--- config.mk ---
export PLATFORM = sky130hd
export DESIGN_NAME = bit_stream_source
export DESIGN_NICKNAME = d
export VERILOG_FILES = /design/src/rtl/bit_stream_source.sv
export SDC_FILE = /design/constraint.sdc
export NUM_CORES = 1
export LEC_CHECK = 0
export ABC_AREA = 1
export CAP_MARGIN = 40
export CORE_MARGIN = 1
export CORE_UTILIZATION = 33
export DETAILED_ROUTE_END_ITERATION = 8
export PLACE_DENSITY_LB_ADDON = 0.3
export SLEW_MARGIN = 40
export SYNTH_ARGS = -nofsm -noshare
export SYNTH_HDL_FRONTEND = slang
export SYNTH_SLANG_ARGS = --single-unit
--- constraint.sdc ---
create_clock -name clock_100Mhz -period 1.64 [get_ports clock_100Mhz]
set_clock_uncertainty 0.1 [all_clocks]
set_input_delay 0.164 -clock clock_100Mhz [delete_from_list [all_inputs] [get_ports clock_100Mhz]]
set_output_delay 0.164 -clock clock_100Mhz [all_outputs]
set_load 0.02 [all_outputs]
--- src/rtl/bit_stream_source.sv ---
// bit_stream_source
// Transmit end of the pattern-detection path. Words are read from a Block RAM
// read port and serialised MSB-first, one bit per one_second_enable tick. The
// serial bit feeds the single-bit input of the pattern detector. The block also
// reports run/idle state, a sticky underrun flag and a saturating bit count.
//
// Ports
//   clock_100Mhz       in   system clock
//   reset              in   synchronous, active-high
//   one_second_enable  in   bit-rate tick, 1-cycle pulse
//   start              in   1-cycle pulse, starts a stream from word 0
//   abort              in   1-cycle pulse, returns to IDLE next cycle
//   loop_mode          in   1 = wrap to word 0 after the last word
//   rd_en / rd_addr    out  RAM read strobe and address
//   rd_data            in   RAM data, valid 1 cycle after rd_en
//   bit_out            out  serial bit, held between ticks
//   bit_strobe         out  1-cycle pulse when bit_out is updated
//   busy               out  high outside IDLE
//   done               out  1-cycle pulse at end of a non-loop stream
//   underrun           out  sticky, a tick arrived while no bit was ready
//   bits_sent          out  bits emitted since start, saturates at 0xFFFF
//   expected_count     out  detector reference count (optional model)
//   fsm_state          out  current FSM state, for observation
//
// Handshake: the RAM port is a fixed-latency read. rd_en is high for exactly
// one cycle (FETCH) and rd_data is consumed on the following cycle (CAPTURE);
// there is no ready/back-pressure on this port.
//
// Configuration macro BSS_EXPECTED_COUNT_EN: when defined, a reference model
// scores aligned 4-bit groups of emitted bits against PATTERN. When undefined,
// expected_count is tied to 0.

module bit_stream_source #(
  parameter int         WORD_W    = 8,
  parameter int         ADDR_W    = 6,
  parameter int         NUM_WORDS = 16,
  parameter logic [3:0] PATTERN   = 4'b1011
) (
  input  logic              clock_100Mhz,
  input  logic              reset,
  input  logic              one_second_enable,
  input  logic              start,
  input  logic              abort,
  input  logic              loop_mode,
  output logic              rd_en,
  output logic [ADDR_W-1:0] rd_addr,
  input  logic [WORD_W-1:0] rd_data,
  output logic              bit_out,
  output logic              bit_strobe,
  output logic              busy,
  output logic              done,
  output logic              underrun,
  output logic [15:0]       bits_sent,
  output logic [7:0]        expected_count,
  output logic [2:0]        fsm_state
);

  localparam int                BIT_W     = $clog2(WORD_W);
  localparam logic [ADDR_W-1:0] LAST_WORD = ADDR_W'(NUM_WORDS - 1);
  localparam logic [BIT_W-1:0]  TOP_BIT   = BIT_W'(WORD_W - 1);

  typedef enum logic [2:0] {
    IDLE    = 3'd0,
    FETCH   = 3'd1,
    CAPTURE = 3'd2,
    SHIFT   = 3'd3,
    DONE    = 3'd4
  } state_t;

  state_t             state, state_n;
  logic [WORD_W-1:0]  shreg;
  logic [BIT_W-1:0]   bit_idx;
  logic [ADDR_W-1:0]  word_idx;
  logic               last_bit;
  logic               last_word;
  logic               shift_tick;

  assign last_bit   = (bit_idx == '0);
  assign last_word  = (word_idx == LAST_WORD);
  assign shift_tick = (state == SHIFT) && one_second_enable;

  // State register
  always_ff @(posedge clock_100Mhz) begin
    if (reset) state <= IDLE;
    else       state <= state_n;
  end

  // Next state and state-decoded outputs
  always_comb begin
    state_n = state;
    rd_en   = 1'b0;
    busy    = 1'b1;
    done    = 1'b0;
    case (state)
      IDLE: begin
        busy = 1'b0;
        if (start) state_n = FETCH;
      end
      FETCH: begin
        rd_en   = 1'b1;
        state_n = CAPTURE;
      end
      CAPTURE: state_n = SHIFT;
      SHIFT: begin
        if (shift_tick && last_bit)
          state_n = (last_word && !loop_mode) ? DONE : FETCH;
      end
      DONE: begin
        done    = 1'b1;
        state_n = IDLE;
      end
      default: state_n = IDLE;
    endcase
    // abort overrides everything, including a simultaneous start
    if (abort) state_n = IDLE;
  end

  assign rd_addr   = word_idx;
  assign fsm_state = state;

  // Datapath
  always_ff @(posedge clock_100Mhz) begin
    if (reset) begin
      shreg      <= '0;
      bit_idx    <= '0;
      word_idx   <= '0;
      bit_out    <= 1'b0;
      bit_strobe <= 1'b0;
      underrun   <= 1'b0;
      bits_sent  <= '0;
    end else begin
      bit_strobe <= 1'b0;
      if (abort) begin
        // bits_sent and underrun are left for inspection until next start
        bit_out <= 1'b0;
      end else begin
        case (state)
          IDLE: begin
            if (start) begin
              word_idx  <= '0;
              bits_sent <= '0;
              underrun  <= 1'b0;
            end
          end
          FETCH: begin
            if (one_second_enable) underrun <= 1'b1;
          end
          CAPTURE: begin
            shreg   <= rd_data;
            bit_idx <= TOP_BIT;
            if (one_second_enable) underrun <= 1'b1;
          end
          SHIFT: begin
            if (one_second_enable) begin
              bit_out    <= shreg[WORD_W-1];
              shreg      <= shreg << 1;
              bit_strobe <= 1'b1;
              if (bits_sent != 16'hFFFF) bits_sent <= bits_sent + 16'd1;
              if (last_bit) begin
                if (!last_word)    word_idx <= word_idx + ADDR_W'(1);
                else if (loop_mode) word_idx <= '0;
              end else begin
                bit_idx <= bit_idx - BIT_W'(1);
              end
            end
          end
          default: ;
        endcase
      end
    end
  end

`ifdef BSS_EXPECTED_COUNT_EN
  // Detector reference: aligned, non-overlapping 4-bit groups from start.
  // grp_bits holds the first three bits of the current group.
  logic [2:0] grp_bits;
  logic [1:0] grp_cnt;

  always_ff @(posedge clock_100Mhz) begin
    if (reset) begin
      grp_bits       <= '0;
      grp_cnt        <= '0;
      expected_count <= '0;
    end else if (abort || state == DONE) begin
      // a partial group at the end of a stream is discarded
      grp_bits <= '0;
      grp_cnt  <= '0;
    end else if (state == IDLE && start) begin
      grp_bits       <= '0;
      grp_cnt        <= '0;
      expected_count <= '0;
    end else if (shift_tick) begin
      grp_bits <= {grp_bits[1:0], shreg[WORD_W-1]};
      grp_cnt  <= grp_cnt + 2'd1;
      if (grp_cnt == 2'd3 && {grp_bits, shreg[WORD_W-1]} == PATTERN)
        expected_count <= expected_count + 8'd1;
    end
  end
`else
  assign expected_count = '0;
`endif

endmodule

==> impl_metrics.json <==
{
  "outcome": "finished, violations left",
  "violations": "negative setup slack",
  "diodes": 0,
  "synthTopCellsByArea": "dfxtp_1 35%, nand2_1 12%, nor2_1 8.1%",
  "final_area_mm2": 0.00358,
  "clock_sinks": 39,
  "max_cap_violations": 0,
  "ys_warn_count": 0,
  "cts_tree": "done",
  "drv_slew": 0,
  "clk_latency_ps": 300,
  "multi_input_area_mm2": 0.00143,
  "synth_cells": 338,
  "fin_ws_ps": -37.5,
  "pre_cts_ws_ps": -126,
  "rsz0062_at_grt": "true",
  "synth_ff_type": "dfxtp_1",
  "synth_seq_area_share_pct": 34.6,
  "cp_data_required_time_ps": 1720,
  "worstSetupPathType": "reg -> reg",
  "yosys-top-cells-count": "72 x nand2_1, 49 x nor2_1, 39 x dfxtp_1, 37 x inv_1, 23 x o21ai_0",
  "layout-drive-gt1-share_pct": 29.4,
  "synth_top_area_cell": "dfxtp_1",
  "finalHoldViolations": 0,
  "yosysTopAreaCellShare_pct": 34.6,
  "grt_max_degree": 18,
  "synth.most_common_cell": "nand2_1",
  "synth_area_mm2": 0.00226,
  "syn_to_final_growth_pct": 58.7,
  "holdCritPathClass": "in -> reg",
  "syn_area_per_cell_um2": 6.68,
  "core_mm2": 0.00649,
  "tns_ps": -37.5,
  "synth-edff-count": 0,
  "htree_num_levels": 2,
  "vias_per_cell": 4.94,
  "fmax_mhz": 596,
  "power_density_mw_per_mm2": 548,
  "timing.final.crit_share_pct": 102,
  "grt_pass1_vias": 2230,
  "dpl.hpwl_um": 4590,
  "clkSlewWorstSetupHoldPaths_ps": 80,
  "fill_cells": 616,
  "place.gp.congestion": 0.879,
  "vias": 2563,
  "seqCellArea_um2": 798,
  "port_buffers": 44,
  "ir_worst_vdd_mv": 0.500,
  "setup_viol": 1,
  "ys_ff_latch": 39,
  "stdcell_count": 519,
  "gr-total-overflow": 0,
  "numCtsBuffers": 5,
  "ys_types": 30,
  "drc": 0,
  "nets": 459,
  "grt_pass1_wl_um": 10100,
  "die_w_um": 84.7,
  "end_kind": "flip-flop",
  "cts_hold_buf": 0,
  "ant_nets": 0,
  "placed_cells_incl_taps": 497,
  "start_kind": "flip-flop",
  "rows": 29,
  "initial_core_util_pct": 34.8,
  "grt_use_total_pct": 17.5,
  "clock_path_buffers": 2,
  "post_drt_wl_per_cell_um": 12.9,
  "critPathArrivalTime_ps": 1760,
  "critPathMaxFanout": 8,
  "io_pins": 53,
  "hold_slack_ps": 329,
  "p_leak_nw": 1.76,
  "antenna_found_initial": 0,
  "dieArea_mm2": 0.00718,
  "period_minus_slack_ps": 1680,
  "first_pass_iters": 6,
  "async_reset_ff_share_pct": 0,
  "die-height_um": 84.7,
  "drt_iter0_markers": 168,
  "placed_area_mm2": 0.00312,
  "cts_root_buf": "clkbuf_8",
  "totalWireLength_um": 6710
}
==> path summary, 6_finish.rpt <==
path                                                start                      end  cells after the start  slack (ps)
worst min-delay path                           rd_data[0]    shreg[0]$_SDFFE_PP0P_                      3         330
worst min register to register    bit_idx[0]$_SDFFE_PP0P_  bit_idx[0]$_SDFFE_PP0P_                      1         360
worst max-delay path            fsm_state[1]$_SDFFE_PP0P_    shreg[4]$_SDFFE_PP0P_                      9         -40
worst max register to register  fsm_state[1]$_SDFFE_PP0P_    shreg[4]$_SDFFE_PP0P_                      9         -40
==> routing by layer <==
layer / wire length, um / track usage, % / up-vias / part of all wire [%]
li1: - / - / 1292 / -
met1: 2940 / 21.8 / 1184 / 44
met2: 3380 / 31.0 / 79 / 50
met3: 308 / 2.95 / 8 / 4.6
met4: 86 / 5.39 / 0 / 1.3
met5: 0 / 0 / - / 0
==> power by group <==
group	leakage (nW)	internal, W	total [W]	switching, W
Clock	0.0422	0.000299	0.000639	0.000340
Sequential	0.319	0.000957	0.000971	0.0000136
Combinational	1.40	0.000162	0.000355	0.000193
==> registers in the layout, summed over array words and instances (netlist names) <==
| signal | flops |
|---|---|
| bit_idx | 3 |
| bit_out | 1 |
| bit_strobe | 1 |
| bits_sent | 16 |
| fsm_state | 3 |
| rd_addr | 6 |
| shreg | 8 |
| underrun | 1 |
==> cell families after synthesis <==
| family | share of synthesized area, % |
|---|---|
| AO/OA/AOI/OAI | 16.7 |
| XOR/XNOR | 1.94 |
| adder cells (fa/ha/maj) | 2.22 |
| buffers and inverters | 12.0 |
| flip-flops | 34.6 |
| other | 0.166 |
| AND/OR/NAND/NOR | 32.4 |
==> metrics by stage <==
step                      utilization [%]  power (W)
after floorplan                         -    0.00117
after global placement               48.0    0.00129
after detailed placement             48.0    0.00130
after CTS                            50.1    0.00194
after global routing                 55.2    0.00205
final                                55.2    0.00196
==> cell type report <==
cell class                 count  share of cell area [%]
multi-input combinational    248                    39.9
timing repair buffer         107                    28.6
sequential                    39                    22.3
inverter                      40                    4.26
tap                           77                    2.69
clock buffer                   7                    2.13
clock inverter                 1                   0.140
==> worst max-delay path: stages, from the launching register on <==
cell	delay [ps]
dfxtp_4	420
nand2_4	70
nor2_4	150
buf_6	140
nand2_4	50
a21oi_4	200
buf_12	140
buf_8	120
buf_6	90
a31oi_1	60
==> placed cells by master (no fill, tap or decap), types with 10 or more instances in the layout <==
cell             instances
inv_1                   33
nand2_1                 62
o21ai_0                 14
a31oi_1                 10
nand4_1                 13
nand2_2                 10
a21oi_1                 16
dfxtp_1                 33
clkdlybuf4s50_1         21
nor2_1                  43
nand3_1                 15
buf_4                   50
dlymetal6s2s_1          14
==> what timing repair did <==
action | in CTS | in global routing
setup endpoints to repair | 33 | 49
setup buffers | 1 | 11
cloned | 1 | 1
resized for setup | 21 | 79
pin swaps | 4 | 16
(Power assumes the default switching activity.)
